`src/rtl/VX_gpu_pkg.sv`:
```
// Shared GPU types: commit beat layout and the tensor commit pairing FSM states.
package VX_gpu_pkg;

    localparam int unsigned NUM_THREADS = 4;
    localparam int unsigned XLEN        = 32;
    localparam int unsigned NR_BITS     = 6;
    localparam int unsigned NW_BITS     = 2;
    localparam int unsigned UUID_WIDTH  = 16;
    localparam int unsigned PID_WIDTH   = 1;

    typedef enum logic {
        HALF0,
        HALF1
    } tensor_commit_half_e;

    typedef struct packed {
        logic [UUID_WIDTH-1:0]              uuid;
        logic [NW_BITS-1:0]                 wid;
        logic [NUM_THREADS-1:0]             tmask;
        logic [XLEN-1:0]                    PC;
        logic                               wb;
        logic [NR_BITS-1:0]                 rd;
        logic [NUM_THREADS-1:0][XLEN-1:0]   data;
        logic [PID_WIDTH-1:0]               pid;
        logic                               sop;
        logic                               eop;
    } tensor_commit_beat_t;

endpackage

```
`src/rtl/VX_commit_if.sv`:
```
// Valid/ready commit channel carrying one commit beat per transfer.
interface VX_commit_if;
    import VX_gpu_pkg::*;

    logic                valid;
    tensor_commit_beat_t data;
    logic                ready;

    modport master (output valid, output data, input ready);
    modport slave  (input valid, input data, output ready);

endinterface

```
`src/rtl/vx_tensor_commit_skid.sv`:
```
// Two-entry valid/ready skid buffer; in_ready depends only on registered occupancy.
module vx_tensor_commit_skid #(
    parameter int unsigned WIDTH = 8
) (
    input  logic             clk,
    input  logic             reset,
    input  logic             in_valid,
    output logic             in_ready,
    input  logic [WIDTH-1:0] in_data,
    output logic             out_valid,
    input  logic             out_ready,
    output logic [WIDTH-1:0] out_data
);

    logic [WIDTH-1:0] mem_q [2];
    logic             wr_ptr_q;
    logic             rd_ptr_q;
    logic [1:0]       count_q;
    logic             push;
    logic             pop;

    assign in_ready  = (count_q != 2'd2);
    assign out_valid = (count_q != 2'd0);
    assign out_data  = mem_q[rd_ptr_q];
    assign push      = in_valid && in_ready;
    assign pop       = out_valid && out_ready;

    always_ff @(posedge clk or negedge reset) begin
        if (!reset) begin
            mem_q[0] <= '0;
            mem_q[1] <= '0;
            wr_ptr_q <= 1'b0;
            rd_ptr_q <= 1'b0;
            count_q  <= 2'd0;
        end else begin
            if (push) begin
                mem_q[wr_ptr_q] <= in_data;
                wr_ptr_q        <= ~wr_ptr_q;
            end
            if (pop) begin
                rd_ptr_q <= ~rd_ptr_q;
            end
            unique case ({push, pop})
                2'b10:   count_q <= count_q + 2'd1;
                2'b01:   count_q <= count_q - 2'd1;
                default: count_q <= count_q;
            endcase
        end
    end

endmodule

```
`src/rtl/vx_tensor_commit_rx.sv`:
```
// Pairs tensor-core subcommit beats into one two-beat commit (rd, rd+1) and counts uops.
// Optional pairing checker enabled by defining TENSOR_COMMIT_CHECK_EN.
module vx_tensor_commit_rx
    import VX_gpu_pkg::*;
#(
    parameter int unsigned CNT_W = 32
) (
    input  logic             clk,
    input  logic             reset,
    VX_commit_if.slave       in_if,
    VX_commit_if.master      out_if,
    output logic [CNT_W-1:0] uop_count,
    output logic             pair_err
);

    localparam int unsigned BEAT_W = $bits(tensor_commit_beat_t);

    tensor_commit_half_e state_q, state_d;
    logic [NR_BITS-1:0]  rd_q, rd_d;
    logic [CNT_W-1:0]    cnt_q, cnt_d;
    tensor_commit_beat_t beat;
    logic                in_fire;
    logic                skid_in_ready;
    logic [BEAT_W-1:0]   skid_out_data;

    assign in_if.ready = skid_in_ready;
    assign in_fire     = in_if.valid && skid_in_ready;
    assign uop_count   = cnt_q;

    always_comb begin
        beat    = in_if.data;
        state_d = state_q;
        rd_d    = rd_q;
        cnt_d   = cnt_q;
        unique case (state_q)
            HALF0: begin
                beat.sop = 1'b1;
                beat.eop = 1'b0;
                if (in_fire) begin
                    state_d = HALF1;
                    rd_d    = in_if.data.rd;
                end
            end
            HALF1: begin
                beat.rd  = rd_q + NR_BITS'(1);
                beat.sop = 1'b0;
                beat.eop = 1'b1;
                if (in_fire) begin
                    state_d = HALF0;
                    cnt_d   = cnt_q + CNT_W'(1);
                end
            end
        endcase
    end

    always_ff @(posedge clk or negedge reset) begin
        if (!reset) begin
            state_q <= HALF0;
            rd_q    <= '0;
            cnt_q   <= '0;
        end else begin
            state_q <= state_d;
            rd_q    <= rd_d;
            cnt_q   <= cnt_d;
        end
    end

`ifdef TENSOR_COMMIT_CHECK_EN
    logic [UUID_WIDTH-1:0] uuid_q;
    logic [NW_BITS-1:0]    wid_q;
    logic                  pair_err_q;

    always_ff @(posedge clk or negedge reset) begin
        if (!reset) begin
            uuid_q     <= '0;
            wid_q      <= '0;
            pair_err_q <= 1'b0;
        end else if (in_fire) begin
            if (state_q == HALF0) begin
                uuid_q <= in_if.data.uuid;
                wid_q  <= in_if.data.wid;
            end else if ((in_if.data.uuid != uuid_q) || (in_if.data.wid != wid_q)
                         || (rd_q == '1)) begin
                // Sticky: a bad pair is still forwarded, only flagged.
                pair_err_q <= 1'b1;
            end
        end
    end

    assign pair_err = pair_err_q;
`else
    assign pair_err = 1'b0;
`endif

    vx_tensor_commit_skid #(
        .WIDTH (BEAT_W)
    ) u_skid (
        .clk       (clk),
        .reset     (reset),
        .in_valid  (in_if.valid),
        .in_ready  (skid_in_ready),
        .in_data   (beat),
        .out_valid (out_if.valid),
        .out_ready (out_if.ready),
        .out_data  (skid_out_data)
    );

    assign out_if.data = tensor_commit_beat_t'(skid_out_data);

endmodule

```
`src/flat_wrapper.sv`:
```
// flat-port wrapper written by rule: the top's interface ports become plain ports
module vx_tensor_commit_rx_flat import VX_gpu_pkg::*;
#(
    parameter int unsigned CNT_W = 32
)
  (clk, reset, uop_count, pair_err, in_if_valid, in_if_data, in_if_ready, out_if_valid, out_if_data, out_if_ready);
  VX_commit_if in_if_i ();
  VX_commit_if out_if_i ();
  input  logic clk;
  input  logic reset;
  output logic [CNT_W-1:0] uop_count;
  output logic pair_err;
  input wire logic [$bits(in_if_i.valid)-1:0] in_if_valid;
  input wire logic [$bits(in_if_i.data)-1:0] in_if_data;
  output wire logic [$bits(in_if_i.ready)-1:0] in_if_ready;
  output wire logic [$bits(out_if_i.valid)-1:0] out_if_valid;
  output wire logic [$bits(out_if_i.data)-1:0] out_if_data;
  input wire logic [$bits(out_if_i.ready)-1:0] out_if_ready;
  assign in_if_i.valid = in_if_valid;
  assign in_if_i.data = in_if_data;
  assign in_if_ready = in_if_i.ready;
  assign out_if_valid = out_if_i.valid;
  assign out_if_data = out_if_i.data;
  assign out_if_i.ready = out_if_ready;
  vx_tensor_commit_rx #(.CNT_W(CNT_W)) u_core (.clk(clk), .reset(reset), .in_if(in_if_i), .out_if(out_if_i), .uop_count(uop_count), .pair_err(pair_err));
endmodule
```
`config.mk`:
```
export PLATFORM = sky130hd
export DESIGN_NAME = vx_tensor_commit_rx_flat
export DESIGN_NICKNAME = d
export VERILOG_FILES = /design/src/rtl/VX_gpu_pkg.sv /design/src/rtl/VX_commit_if.sv /design/src/rtl/vx_tensor_commit_skid.sv /design/src/rtl/vx_tensor_commit_rx.sv /design/src/flat_wrapper.sv
export SDC_FILE = /design/constraint.sdc
export NUM_CORES = 1
export LEC_CHECK = 0
export CAP_MARGIN = 0
export CORE_MARGIN = 2
export CORE_UTILIZATION = 45
export DETAILED_ROUTE_END_ITERATION = 6
export HOLD_SLACK_MARGIN = 0.03
export PLACE_DENSITY = 0.68
export REMOVE_ABC_BUFFERS = 1
export SLEW_MARGIN = 0
export SYNTH_ARGS = -nofsm -noshare
export SYNTH_HDL_FRONTEND = slang
export SYNTH_HIERARCHICAL = 1
export SYNTH_SLANG_ARGS = --single-unit
```
`constraint.sdc`:
```
create_clock -name clk -period 5.2 [get_ports clk]
set_input_delay 0.52 -clock clk [delete_from_list [all_inputs] [get_ports clk]]
set_output_delay 0.52 -clock clk [all_outputs]
set_load 0.01 [all_outputs]
```
==> results of run 1 <==
-- flip-flops by register name, summed over array words and instances (netlist names) --
register                flops
u_core/u_skid/mem_q       384
u_core/rd_q                 6
u_core/u_skid/count_q       2
u_core/u_skid/wr_ptr_q      1
u_core/uop_count           32
u_core/u_skid/rd_ptr_q      1
u_core/state_q              1
-- cell usage after synthesis (2+ instances only) --
| cell type | number |
|---|---|
| nand2_1 | 13 |
| xnor2_1 | 32 |
| xor2_1 | 8 |
| buf_8 | 9 |
| and3_1 | 6 |
| clkbuf_1 | 4 |
| mux2_2 | 224 |
| nor2_1 | 11 |
| buf_4 | 2 |
| a21oi_1 | 4 |
| mux2_4 | 360 |
| nand3_1 | 12 |
| buf_6 | 3 |
| nand4_1 | 15 |
| inv_1 | 4 |
| and4_1 | 3 |
| dfrtp_1 | 427 |
| buf_2 | 20 |
| buf_12 | 31 |
| buf_1 | 2 |
| ha_1 | 5 |
| and2_1 | 4 |
-- timing repair --
action                     in CTS  in global routing
setup endpoints to repair       0                  0
hold buffers                    1                  0
hold endpoints to repair       97                  0
-- critical path, stage by stage (launching register included) --
cell and delay (ns):
dfrtp_4 1.01, buf_4 0.51, mux2_2 0.38, clkdlybuf4s50_1 0.53
-- layer usage --
metal  share of wire (%)  up-vias  wire [µm]  global-route usage [%]
li1                    -     5152          -                       -
met1                  43     5895      20200                    25.7
met3                 7.1       68       3360                    6.22
met5               0.030        -         14                       0
met2                  48      297      22600                    31.9
met4                 2.2        4       1060                    6.42
-- final cells by class --
| cell class | instances | share of cell area (%) |
|---|---|---|
| Clock inverter | 14 | 0.400 |
| Sequential cell | 427 | 40.7 |
| Multi-Input combinational cell | 708 | 33.6 |
| Inverter | 4 | 0.0571 |
| Antenna cell | 5 | 0.0476 |
| Tap cell | 600 | 2.86 |
| Clock buffer | 68 | 5.24 |
| Timing Repair Buffer | 442 | 17.1 |
-- power by group --
part,internal [µW],total (µW),switching (µW)
combinational,5900,9130,3230
clock,1880,3230,1350
sequential,4950,5960,1010
total,12700,18300,5580
-- through the flow --
stage | utilization [%] | total power [µW] | setup WS (ns)
floorplan | - | 12000 | -3.23
global placement | 54.9 | 15000 | 2.21
detailed placement | 54.9 | 15100 | 2.23
CTS | 58.2 | 18500 | 1.58
global route | 58.3 | 19300 | 1.52
finish | 58.3 | 18300 | 1.63
-- how the worst min path moves through the flow --
| stage | from | endpoint | slack, ns | depth (start not counted) |
|---|---|---|---|---|
| global route | u_core/uop_count[31] | u_core/uop_count[31] | 0.51 | 1 |
| CTS | u_core/uop_count[31] | u_core/uop_count[31] | 0.48 | 1 |
| global placement | u_core/uop_count[31] | u_core/uop_count[31] | 0.47 | 1 |
| floorplan | reset | u_core/rd_q[0] | 0.22 | 0 |
| detailed placement | u_core/uop_count[31] | u_core/uop_count[31] | 0.47 | 1 |
| finish | u_core/uop_count[31] | u_core/uop_count[31] | 0.48 | 1 |
-- cell families after synthesis --
| kind of cell | share of synthesized area [%] |
|---|---|
| other cells | 0.0183 |
| fa+ha+maj | 0.306 |
| buf+inv | 4.61 |
| flops | 52.3 |
| simple gates | 2.20 |
| mux | 38.8 |
| xor+xnor | 1.71 |
| compound gates | 0.122 |
==> results.json, run 1 <==
{
  "outcome": "complete, no violations",
  "syn_inst": 1210,
  "most-common-layout-cells": "dfrtp_1, clkdlybuf4s50_1, mux2_4",
  "htreeDepth": 2,
  "p_leak_uw": 0.0115,
  "dieArea_um2": 47200,
  "fin_cells": 2268,
  "cts.clk_slew.worst_paths_ns": 0.06,
  "r2r_end": "u_core/u_skid/mem_q[365]",
  "cts_tree": "yes",
  "critical_path_required_ns": 4.68,
  "r2r-start": "u_core/u_skid/count_q[0]",
  "place_area_um2": 24800,
  "dp_cells": 2180,
  "seq_area_frac_synth_pct": 52.3,
  "area_growth_pct": 28.5,
  "crit_type": "reg -> out",
  "synth.area.top_cells": "dfrtp_1, mux2_4, mux2_2",
  "r2r_slack_ns": 2.73,
  "vias": 11416,
  "path_max_fanout": 53,
  "crit_end": "out_if_data[20]",
  "cap_violations": 0,
  "drt_pass1_iterations": 4,
  "fin_crit_sh_pct": 68.6,
  "routed_wl_mm": 47.2,
  "fp.dieW_um": 217,
  "fmax_mhz": 280,
  "ys_seq_elements": 427,
  "die_h_um": 217,
  "power.density_nw_per_um2": 697,
  "fp-row-count": 78,
  "clkLatencyLatePin_ns": 0.57,
  "synth_edf_count": 0,
  "cp-start-kind": "register",
  "drtAntennaViolNets": 0,
  "io_buffers": 419,
  "ys.flop_type": "dfrtp_1",
  "layout-drive-gt1-share_pct": 41.3,
  "postCtsSetupBuffers": 0,
  "tightest_slew_ns": 0.981,
  "antenna_found_initial": 6,
  "multi_input_area_um2": 8820,
  "end_kind": "primary output",
  "worst_ep_arrival_time_ns": 3.05,
  "grt_pass1_vias": 12559,
  "slew_headroom_pct": 34.6,
  "slew_violations": 0,
  "via_per_inst": 5.03,
  "clock_sinks": 427,
  "num-nets-final": 1832,
  "route.detailed.drc": 0,
  "layout_min_cycle_time_ns": 3.57,
  "final_common_cell": "dfrtp_1",
  "reg2reg_depth": 4,
  "async_reset_ff_share_pct": 100,
  "nFillCells": 3535,
  "grtUsageTotal_pct": 19.9,
  "critPathLaunch": "u_core/u_skid/rd_ptr_q",
  "clk_path_buf_depth": 3,
  "skew_ns": 0.00760,
  "routabilityCongestion": 0.793,
  "seq_area_um2": 10700,
  "finalHoldViolCount": 0,
  "hpwl_mm": 31.1,
  "start_util_pct": 45.3,
  "root_buffer": "clkbuf_16",
  "vdd_ir_drop_max_mv": 0.346,
  "grt_max_degree": 127,
  "syn_area_per_cell_um2": 16.9,
  "post_cts_resized": 0,
  "synth_top_cell_by_area": "dfrtp_1",
  "grt_pass1_wl_mm": 74.0,
  "setup_viol": 0,
  "final_area_um2": 26300,
  "rsz0062_at_grt": "no",
  "min_path_type": "reg -> reg",
  "core_area_um2": 45100,
  "yosysTopAreaCellShare_pct": 52.3,
  "yosysWarningCount": 6,
  "cts_buffers": 48,
  "wire_per_inst_um": 20.8,
  "grt-ovfl-total": 0,
  "finalSetupTns_ns": 0,
  "synth_area_um2": 20400,
  "drt-initial-drc-count": 572,
  "synth.distinct_cells": 33,
  "hold_ws_ns": 0.480,
  "io_pins": 423
}
Note: power is estimated with default switching activity, not from simulation.
==> run 2: changes to the inputs <==
Settings changed: PLACE_DENSITY 0.68 to 0.7.
Clock period 5.2 ns to 2.95 ns, I/O delays scaled along.
==> run 2 against run 1 <==
- clock power rose by 84%
- core utilization is 1.1 points higher
- routed wire length grew 0.40%
- critical endpoint is now out_if_data[18]
- largest power group unchanged
- highest routed layer unchanged
==> results.json, run 2 (synthesis gave the netlist of run 1 again) <==
{
  "outcome": "complete, no violations",
  "routed_wl_mm": 47.4,
  "final_common_cell": "dfrtp_1",
  "slowest_delay_ns": 0.72,
  "cap_violations": 0,
  "slew_headroom_pct": 49.5,
  "wire_per_inst_um": 20.6,
  "layout-drive-gt1-share_pct": 42.2,
  "finalHoldViolCount": 0,
  "grt_pass1_wl_mm": 75.1,
  "place_area_um2": 25200,
  "dieArea_um2": 47200,
  "fin_crit_sh_pct": 94.5,
  "drt_pass1_iterations": 4,
  "grt_max_degree": 92,
  "tightest_slew_ns": 0.757,
  "grtUsageTotal_pct": 20.2,
  "end_kind": "primary output",
  "antenna_found_initial": 3,
  "path_max_fanout": 29,
  "io_buffers": 419,
  "top_register": "u_core/u_skid/mem_q",
  "htreeDepth": 2,
  "rsz0062_at_grt": "no",
  "route.detailed.drc": 0,
  "cp_top_family": "buffers and inverters",
  "cts_tree": "yes",
  "largest_reg_flops": 384,
  "vdd_ir_drop_max_mv": 0.706,
  "cts_buffers": 47,
  "crit_type": "reg -> out",
  "post_cts_resized": 0,
  "power.density_nw_per_um2": 1230,
  "layout_min_cycle_time_ns": 2.79,
  "worst_ep_arrival_time_ns": 2.49,
  "root_buffer": "clkbuf_16",
  "clk_path_buf_depth": 3,
  "routabilityCongestion": 0.804,
  "finalSetupTns_ns": 0,
  "via_per_inst": 4.99,
  "cp-start-kind": "register",
  "reg2reg_depth": 7,
  "grt-ovfl-total": 0,
  "skew_ns": 0.0104,
  "start_util_pct": 45.3,
  "drt-initial-drc-count": 584,
  "num-nets-final": 1860,
  "p_leak_uw": 0.0117,
  "clkLatencyLatePin_ns": 0.56,
  "crit_slowest_cell": "dfrtp_4",
  "cp.depth": 3,
  "slew_violations": 0,
  "crit_buf_inv": 2,
  "r2r-start": "u_core/u_skid/count_q[0]",
  "setup_viol": 0,
  "clock_sinks": 427,
  "core_area_um2": 45100,
  "fp.dieW_um": 217,
  "cts.clk_slew.worst_paths_ns": 0.06,
  "vias": 11471,
  "hpwl_mm": 32.3,
  "area_growth_pct": 30.9,
  "min_path_type": "in -> async",
  "critical_path_required_ns": 2.65,
  "fmax_mhz": 359,
  "io_pins": 423,
  "most-common-layout-cells": "dfrtp_1, clkdlybuf4s50_1, mux2_4",
  "fp-row-count": 78,
  "drtAntennaViolNets": 0,
  "crit_chain": "buf_12, mux2_2, clkdlybuf4s50_1",
  "die_h_um": 217,
  "critPathLaunch": "u_core/u_skid/rd_ptr_q",
  "grt_pass1_vias": 12930,
  "final_area_um2": 26800
}
## run 2: layer usage
layer / vias to the layer above / share of wire [%] / track usage (%)
met1: 5910 / 42 / 26.0
met3: 69 / 6.7 / 5.77
met5: - / 0.027 / 0
met2: 284 / 49 / 32.8
li1: 5206 / - / -
met4: 2 / 2.4 / 6.44
## run 2: stage by stage
| step | instances | setup slack (ns) | utilization, % | hold WS (ns) | total power (µW) |
|---|---|---|---|---|---|
| after global placement | 2208 | 0.483 | 55.8 | 0.378 | 26700 |
| after CTS | 2294 | 0.0977 | 59.4 | 0.330 | 33300 |
| after detailed placement | 2208 | 0.441 | 55.8 | 0.379 | 27000 |
| after global routing | 2296 | 0.0776 | 59.4 | 0.349 | 34700 |
| after floorplan | 1139 | -5.48 | - | -0.000591 | 19800 |
| final | 2298 | 0.164 | 59.4 | 0.369 | 33000 |
## run 2: layout make-up
type                            instances  area [µm²]
Sequential cell                       427       10700
Timing Repair Buffer                  471        4920
Antenna cell                            4        10.0
Clock inverter                         14         184
Clock buffer                           70        1380
Multi-Input combinational cell        708        8820
Tap cell                              600         751
Fill cell                            3439       18300
Inverter                                4        15.0
## run 2: path summary, 6_finish.rpt
kind                                                 end  slack [ns]
worst max-delay path                     out_if_data[18]        0.16
worst min-delay path                u_core/uop_count[12]        0.37
worst max register to register      u_core/uop_count[18]        0.69
worst min register to register    u_core/u_skid/wr_ptr_q        0.49
max in group asynchronous       u_core/u_skid/mem_q[229]        1.56
min in group clk                u_core/u_skid/mem_q[198]        0.37
## run 2: what timing repair did
action                                  in CTS  in global routing
hold buffers                                 1                  0
buffers inserted                             1                  0
endpoints found under the setup margin       4                  0
hold endpoints to repair                    82                  0
## run 2: power breakdown
group | leakage, µW | total, µW | internal, µW | switching (µW)
logic | 0.00584 | 16600 | 10800 | 5880
clock network | 0.000752 | 5930 | 3570 | 2360
registers | 0.00508 | 10400 | 8730 | 1690
==> run 3: changes to the inputs <==
--- a/config.mk
+++ b/config.mk
@@ -12,3 +12,3 @@
 export HOLD_SLACK_MARGIN = 0.03
-export PLACE_DENSITY = 0.7
+export PLACE_DENSITY = 0.68
 export REMOVE_ABC_BUFFERS = 1
==> constraint.sdc (replaced) <==
create_clock -name clk -period 3.6 [get_ports clk]
set_input_delay 0.36 -clock clk [delete_from_list [all_inputs] [get_ports clk]]
set_output_delay 0.36 -clock clk [all_outputs]
set_load 0.1 [all_outputs]
==> run 3 against run 2 <==
- die area did not move
- critical endpoint is now out_if_data[164]
- clock skew rose by 0.0058 ns
- flip-flop and latch count did not move
- critical path depth did not move
- clock-buffer cell count fell by 9
- cell count fell by 0.70%
- non-clock buffer count fell by 18
- routed wire length fell by 0.58%
- sequential share of layout area rose by 0.96 points
- worst setup slack improved by 0.50 ns
- critical path type unchanged
- first-iteration DRC count fell by 19%
- core utilization fell by 1.4 points
==> results.json, run 3 (synthesis gave the netlist of run 1 again) <==
{
  "outcome": "complete, no violations",
  "hpwl_mm": 31.9,
  "post_cts_resized": 0,
  "io_buffers": 419,
  "reg2reg_depth": 7,
  "drtAntennaViolNets": 0,
  "area_growth_pct": 27.9,
  "num-nets-final": 1843,
  "grt-busiest-layer": "met2",
  "clk_path_buf_depth": 3,
  "critical_path_required_ns": 3.24,
  "crit_chain": "buf_4, mux2_2, buf_4",
  "r2r_end": "u_core/uop_count[22]",
  "end_kind": "primary output",
  "core_area_um2": 45100,
  "grt_pass1_vias": 12813,
  "route.detailed.drc": 0,
  "skew_ns": 0.0162,
  "via_per_inst": 5.01,
  "min_path_type": "in -> async",
  "r2r_slack_ns": 1.37,
  "cp-start-kind": "register",
  "die_h_um": 217,
  "grt_util_met1_pct": 26.3,
  "cts.clk_slew.worst_paths_ns": 0.06,
  "finalSetupTns_ns": 0,
  "largest_reg_flops": 384,
  "final_common_cell": "dfrtp_1",
  "grtUsageMet2_pct": 31.9,
  "fp-row-count": 78,
  "crit_slowest_cell": "dfrtp_4",
  "antenna_found_initial": 7,
  "rsz0062_at_grt": "no",
  "tightest_slew_ns": 1.05,
  "layout-drive-gt1-share_pct": 53.6,
  "io_pins": 423,
  "slew_headroom_pct": 30.1,
  "cts_buffers": 48,
  "drt_pass1_iterations": 4,
  "clock_sinks": 427,
  "crit_end": "out_if_data[164]",
  "crit_type": "reg -> out",
  "grtUsageTotal_pct": 20.1,
  "dieArea_um2": 47200,
  "r2r-start": "u_core/u_skid/count_q[0]",
  "cap_violations": 0,
  "drt-initial-drc-count": 475,
  "fmax_mhz": 340,
  "top_register": "u_core/u_skid/mem_q",
  "slew_violations": 0,
  "layout_min_cycle_time_ns": 2.94,
  "start_util_pct": 45.3,
  "clkLatencyLatePin_ns": 0.58,
  "worst_ep_arrival_time_ns": 2.58,
  "routed_wl_mm": 47.2,
  "critPathLaunch": "u_core/u_skid/rd_ptr_q",
  "wire_per_inst_um": 20.7,
  "most-common-layout-cells": "dfrtp_1, mux2_4, clkdlybuf4s50_1",
  "cts_tree": "yes",
  "root_buffer": "clkbuf_16",
  "setup_viol": 0,
  "grt-ovfl-total": 0,
  "htreeDepth": 2,
  "grt_pass1_wl_mm": 74.9,
  "routabilityCongestion": 0.792,
  "path_max_fanout": 49,
  "finalHoldViolCount": 0,
  "grt_max_degree": 95,
  "use_met3_pct": 5.60,
  "fin_crit_sh_pct": 81.7,
  "crit_top_cell": "buf_4",
  "vias": 11437,
  "slowest_delay_ns": 0.96,
  "fp.dieW_um": 217,
  "nFillCells": 3575
}
run 3: area by class of cell:
cell class,instances,area (µm²),share of cell area (%)
repair buffers,453,4150,15.9
well taps,600,751,2.87
flip-flops and latches,427,10700,40.9
clock inverters,24,363,1.39
inverters,4,15.0,0.0574
multi-input cells,708,8820,33.7
clock buffers,61,1340,5.13
diodes,5,12.5,0.0479
run 3: critical path, delay by kind of cell (launching register included):
| family | cells | cell delay, ns |
|---|---|---|
| DFF | 1 | 0.96 |
| buffers and inverters | 2 | 0.61 |
| muxes | 1 | 0.37 |
run 3: how the worst min path moves through the flow:
stage,startpoint,to,slack (ns),cells after the start
CTS,in_if_data[187],u_core/u_skid/mem_q[379],0.38,2
global placement,reset,u_core/u_skid/mem_q[155],0.44,1
global route,in_if_data[148],u_core/u_skid/mem_q[340],0.40,2
finish,reset,u_core/u_skid/mem_q[347],0.42,2
floorplan,reset,u_core/rd_q[0],0.06,0
detailed placement,reset,u_core/u_skid/mem_q[313],0.45,1
run 3: timing repair:
item	CTS	global route
hold buffers	1	0
setup buffers	0	0
setup endpoints to repair	0	0
hold endpoints to repair	86	0
run 3: metal layers:
metal  routed length, µm  up-vias  part of all wire [%]
met5                  27        -                 0.057
met4                1330        4                   2.8
met3                3130       72                   6.6
met2               22200      293                    47
met1               20400     5891                    43
li1                    -     5177                     -
run 3: through the flow:
step | util, % | std cells | setup WS (ns) | hold slack [ns] | instance area, µm²
2_1_floorplan | - | 1139 | -5.15 | 0.0644 | 19500
6_report | 58.0 | 2282 | 0.659 | 0.422 | 26100
5_1_grt | 58.0 | 2281 | 0.551 | 0.399 | 26100
3_5_place_dp | 54.2 | 2191 | 1.03 | 0.451 | 24400
3_3_place_gp | 54.2 | 2191 | 1.03 | 0.444 | 24400
4_1_cts | 58.0 | 2277 | 0.591 | 0.377 | 26100
Power of run 3 is left out: the tool's default activity adds up to more than one toggle a clock period on the data nets, which glitch-free logic cannot reach.
